==> config.mk <==
export PLATFORM = sky130hd
export DESIGN_NAME = onc_pipe_ctl
export DESIGN_NICKNAME = d
export VERILOG_FILES = /design/src/rtl/onc_pipe_ctl.sv
export SDC_FILE = /design/constraint.sdc
export NUM_CORES = 1
export LEC_CHECK = 0
export BUFFER_PORTS_ARGS = -buffer_cell sky130_fd_sc_hd__buf_2
export CORE_MARGIN = 1.5
export CORE_UTILIZATION = 50
export CTS_BUF_LIST = sky130_fd_sc_hd__clkbuf_4 sky130_fd_sc_hd__clkbuf_8
export DETAILED_ROUTE_END_ITERATION = 8
export HOLD_SLACK_MARGIN = 0.06
export PLACE_DENSITY = 0.77
export SLEW_MARGIN = 10
export SYNTH_ARGS = -nofsm -noshare
export SYNTH_HDL_FRONTEND = slang
export SYNTH_SLANG_ARGS = --single-unit
==> constraint.sdc <==
create_clock -name clock -period 3.6 [get_ports clock]
set_clock_uncertainty 0.05 [all_clocks]
set_input_delay 0.72 -clock clock [delete_from_list [all_inputs] [get_ports clock]]
set_output_delay 0.72 -clock clock [all_outputs]
set_load 0.03 [all_outputs]
==> src/rtl/onc_pipe_ctl.sv <==
// Pipeline control for the ONC-16 core.
// Tracks the D slot plus every post-decode slot, stalls decode on RAW
// hazards, kills younger work on a taken branch, and counts stall and
// flush cycles. The register file has no bypass, so a source must wait
// until its writer has retired from the last slot.
module onc_pipe_ctl #(
    parameter int STAGES    = 2,
    parameter int RF_ADDR_W = 3,
    parameter int CNT_W     = 16
) (
    input  logic                 clock,
    input  logic                 n_rst,
    input  logic                 en_i,
    input  logic                 f_valid_i,
    input  logic [RF_ADDR_W-1:0] d_rs1_addr_i,
    input  logic [RF_ADDR_W-1:0] d_rs2_addr_i,
    input  logic                 d_rs1_use_i,
    input  logic                 d_rs2_use_i,
    input  logic [RF_ADDR_W-1:0] d_rd_addr_i,
    input  logic                 d_rd_we_i,
    input  logic                 br_taken_i,
    input  logic                 cnt_clr_i,
    output logic                 pc_en_o,
    output logic                 fd_en_o,
    output logic                 d_issue_o,
    output logic                 d_valid_o,
    output logic [STAGES-1:0]    stage_valid_o,
    output logic                 stall_o,
    output logic                 flush_o,
    output logic                 wb_we_o,
    output logic [RF_ADDR_W-1:0] wb_addr_o,
    output logic [CNT_W-1:0]     stall_cnt_o,
    output logic [CNT_W-1:0]     flush_cnt_o
);

    localparam logic [CNT_W-1:0] CNT_MAX = {CNT_W{1'b1}};

    logic                 d_valid_q, d_valid_d;
    logic [STAGES-1:0]    slot_valid_q, slot_valid_d;
    logic [STAGES-1:0]    slot_we_q, slot_we_d;
    logic [RF_ADDR_W-1:0] slot_rd_q [STAGES];
    logic [RF_ADDR_W-1:0] slot_rd_d [STAGES];
    logic [CNT_W-1:0]     stall_cnt_q, stall_cnt_d;
    logic [CNT_W-1:0]     flush_cnt_q, flush_cnt_d;

    logic rs1_hit, rs2_hit;
    logic hazard, flush, stall;

    // Look up each decode source against every in-flight writer.
    always_comb begin
        rs1_hit = 1'b0;
        rs2_hit = 1'b0;
        for (int i = 0; i < STAGES; i++) begin
            if (slot_valid_q[i] && slot_we_q[i]) begin
                if (slot_rd_q[i] == d_rs1_addr_i) rs1_hit = 1'b1;
                if (slot_rd_q[i] == d_rs2_addr_i) rs2_hit = 1'b1;
            end
        end
    end

    assign hazard = d_valid_q && ((d_rs1_use_i && rs1_hit) || (d_rs2_use_i && rs2_hit));
    // A branch only counts when slot 1 really holds an instruction.
    assign flush  = en_i && br_taken_i && slot_valid_q[0];
    assign stall  = en_i && hazard && !flush;

    assign pc_en_o       = en_i && !stall;
    assign fd_en_o       = en_i && !stall;
    assign d_issue_o     = en_i && d_valid_q && !stall && !flush;
    assign stall_o       = stall;
    assign flush_o       = flush;
    assign d_valid_o     = d_valid_q;
    assign stage_valid_o = slot_valid_q;
    assign wb_we_o       = slot_valid_q[STAGES-1] && slot_we_q[STAGES-1];
    assign wb_addr_o     = slot_rd_q[STAGES-1];
    assign stall_cnt_o   = stall_cnt_q;
    assign flush_cnt_o   = flush_cnt_q;

    // Next pipeline occupancy: slots shift every enabled cycle; slot 1 takes
    // a bubble on stall or flush, otherwise the decode instruction.
    always_comb begin
        d_valid_d    = d_valid_q;
        slot_valid_d = slot_valid_q;
        slot_we_d    = slot_we_q;
        slot_rd_d    = slot_rd_q;
        if (en_i) begin
            for (int i = 1; i < STAGES; i++) begin
                slot_valid_d[i] = slot_valid_q[i-1];
                slot_we_d[i]    = slot_we_q[i-1];
                slot_rd_d[i]    = slot_rd_q[i-1];
            end
            if (stall || flush) begin
                slot_valid_d[0] = 1'b0;
                slot_we_d[0]    = 1'b0;
                slot_rd_d[0]    = '0;
            end else begin
                slot_valid_d[0] = d_valid_q;
                slot_we_d[0]    = d_rd_we_i;
                slot_rd_d[0]    = d_rd_addr_i;
            end
            if (flush) begin
                d_valid_d = 1'b0;
            end else if (!stall) begin
                d_valid_d = f_valid_i;
            end
        end
    end

    // Saturating event counters; clear wins over a same-cycle increment.
    always_comb begin
        stall_cnt_d = stall_cnt_q;
        flush_cnt_d = flush_cnt_q;
        if (cnt_clr_i) begin
            stall_cnt_d = '0;
            flush_cnt_d = '0;
        end else begin
            if (stall && stall_cnt_q != CNT_MAX) stall_cnt_d = stall_cnt_q + CNT_W'(1);
            if (flush && flush_cnt_q != CNT_MAX) flush_cnt_d = flush_cnt_q + CNT_W'(1);
        end
    end

    // State registers with asynchronous active-low reset.
    always_ff @(posedge clock or negedge n_rst) begin
        if (!n_rst) begin
            d_valid_q    <= 1'b0;
            slot_valid_q <= '0;
            slot_we_q    <= '0;
            for (int i = 0; i < STAGES; i++) slot_rd_q[i] <= '0;
            stall_cnt_q  <= '0;
            flush_cnt_q  <= '0;
        end else begin
            d_valid_q    <= d_valid_d;
            slot_valid_q <= slot_valid_d;
            slot_we_q    <= slot_we_d;
            slot_rd_q    <= slot_rd_d;
            stall_cnt_q  <= stall_cnt_d;
            flush_cnt_q  <= flush_cnt_d;
        end
    end

endmodule

==> metrics <==
register area share after synthesis=47.1%; row cnt=24; CP Launch Point=d_rs1_addr_i[0]; Placed Cells=335; # port buffers=61; Fin Setup TNS=0 ns; xor and xnor area share after synthesis=11.9%; Pre-Repair DR Iteration Count=4; R2R cell count=8; power share of the combinational group=14.4%; WL per Instance=14.5 um; simple-gate share of the synthesized area=21.0%; H-tree depth=2; multiplexer area fraction after synthesis=3.83%; Via density=5.75; Tmin final=2.93 ns; worst hold path class=reg2reg; # nets final=310; status=complete, no violations; cell mode on critical path=buf_2; Post-Syn Instances=231; Max Transition Viols Final=0; area added between synthesis and finish=18.0%; Root Buffer=clkbuf_8; WP data arrival=2.16 ns; largest net degree at the start of global routing=44; Routed Antenna Nets=0; Initial Utilization=52.1%; CP max-delay cell=or4_4; synth warn=0; vias in the first global route=1854; Core Region=0.00438 mm^2; slowest stage delay, CP=0.54 ns; CP Max Fanout=4; RR Startpoint=stall_cnt_o[0]; worst path cell trace=buf_2 > xor2_1 > or4_4 > a21oi_1 > or2_2 > nand2b_1 > inv_1 > buf_2; synth top area cells=dfrtp_1, xnor2_1, xor2_1; share of cells above drive strength 1=27.0%; RR Endpoint=stall_cnt_o[13]; setup violators final=0; first-pass GRT wire length=8340 um; GRT overflow=0; width of the die=70.6 um; crit-path leading delay family=simple AND/OR/NAND/NOR gates; fillers=374; Max-slew headroom=38.3%; Final Hold Vio Count=0; final total power=0.940 mW; Least-Margin Pin Slew=0.925 ns; Die Footprint=0.00499 mm^2; DRT Wirelength=4930 um; Worst setup endpoint=stall_o; CTS Buf Count=5; worst vdd ir=228 uV; GP Congestion=0.898; PwrDens=348 mW/mm^2; CP Data Required Time=2.83 ns; num ports=62; Synth Cell Area=0.00229 mm^2; P_int=0.689 mW; distinct cell type count after synthesis=39; Syn Nets=251; # hold bufs at CTS=0; DRC errors left=0; Synth Area in Compound Gates=11.3%; maxcap violations=0; CTS tree=built; Adder-Cell Fraction of Synth Area=1.09%; Detail Placement HPWL=3510 um; Die Height=70.6 um; largest family of logic cells by synthesized area=simple AND/OR/NAND/NOR gates; First DRT Iteration DRCs=138; Sw Share=26.7%; crit path kind=in2out; Clock Power Share=29.8%; vias=1961; Critical Path Start Type=primary input; Fmax=0.341 GHz; GRT Total Usage=20.8%; Synth top area share=47.1%; post-cts sizing count=0; Worst-Skew Late Latency=0.28 ns; sw power=0.251 mW; antenna violations before repair=0; Pleak=1.35 nW; RSZ-0062 raised after global routing=no; cell depth of the worst setup path=8; Worst-path clk slew=0.07 ns; clk sinks=43; final hold slack=0.466 ns; CTS max path bufs=2; fin cells=341; Yosys reg bits=43; Worst Path Buf+Inv=3; R2R setup slack=0.81 ns; WHS Path Cells=1; crit share post-route=81.4%; Syn Area/Cell=9.90 um^2; Post-CTS Setup Bufs=0; Yosys top cell by area=dfrtp_1; Critical Path End Type=output port; Inserted Diodes=0; Seq pwr share=55.8%
## layout by cell type (no fill, tap or decap), types with 8 or more instances in the layout
master,count
nand3_1,12
xnor2_1,16
or4_1,8
a21oi_1,14
nand2_1,11
xor2_1,15
nor2_1,21
buf_2,61
nand4_1,8
and3_1,11
dfrtp_1,43
## power by group through the flow
stage | Clock, mW | Sequential, mW | Combinational (mW)
floorplan | 0 | 0.540 | 0.0859
global placement | 0 | 0.532 | 0.133
detailed placement | 0 | 0.533 | 0.137
CTS | 0.293 | 0.523 | 0.137
global route | 0.313 | 0.528 | 0.147
finish | 0.280 | 0.524 | 0.136
## state kept, by name, indices dropped and copies added, names as in the netlist
signal	flops
flush_cnt_o	16
d_valid_o	1
wb_addr_o	3
slot_rd_q	3
slot_we_q	2
stall_cnt_o	16
stage_valid_o	2
## layer usage
metal  wire length [um]  share of wire, %  global-route usage, %
met1               2200                45                   27.5
met2               2370                48                   33.8
met3                275               5.6                   5.27
met4                 74               1.5                   7.34
met5                  0                 0                      0
## cell families after synthesis
| kind of cell | count (synthesis) |
|---|---|
| AO/OA/AOI/OAI | 39 |
| XOR/XNOR | 31 |
| adder cells (fa/ha/maj) | 2 |
| buffers and inverters | 19 |
| flip-flops | 43 |
| multiplexers | 8 |
| AND/OR/NAND/NOR | 89 |
## through the flow
stage / worst slack, ns / util (%) / cell area [um^2]
3_5_place_dp: 0.314 / 59.7 / 2620
6_report: 0.669 / 61.5 / 2700
2_1_floorplan: 0.487 / - / 2290
3_3_place_gp: 0.374 / 59.7 / 2620
5_1_grt: 0.542 / 61.5 / 2700
4_1_cts: 0.501 / 61.4 / 2690
## cell usage after synthesis, drive strengths merged
master   instances
clkbuf           6
or2              2
and2             3
inv              7
nand3           12
a2111oi          2
and4b            1
dfrtp           43
nor2b            4
a22o             4
or3              2
xnor2           16
o2111ai          1
a31oi            4
nor4             2
and3            11
nor2            22
a21o             1
or4              9
a311oi           1
nand4            8
and4             1
o211ai           2
buf              6
o21ai            3
mux2i            2
nand2           11
xor2            15
a21oi           14
nand2b           1
ha               2
o31ai            7
mux2             6
## final cells by class
| type | count | area (um^2) | area share, % |
|---|---|---|---|
| well taps | 52 | 65.1 | 2.41 |
| multi-input cells | 169 | 1120 | 41.7 |
| clock buffers | 6 | 76.3 | 2.83 |
| repair buffers | 64 | 328 | 12.2 |
| inverters | 7 | 26.3 | 0.974 |
| flip-flops and latches | 43 | 1080 | 39.9 |
## worst min-delay path by stage
stage / slack [ns] / from / to
6_report: 0.47 / slot_we_q[1] / slot_we_q[1]
2_1_floorplan: 0.37 / n_rst / d_valid_o
5_1_grt: 0.50 / slot_we_q[1] / slot_we_q[1]
4_1_cts: 0.47 / slot_we_q[1] / slot_we_q[1]
3_5_place_dp: 0.45 / slot_we_q[1] / slot_we_q[1]
3_3_place_gp: 0.44 / slot_we_q[1] / slot_we_q[1]
(Power assumes the default switching activity.)
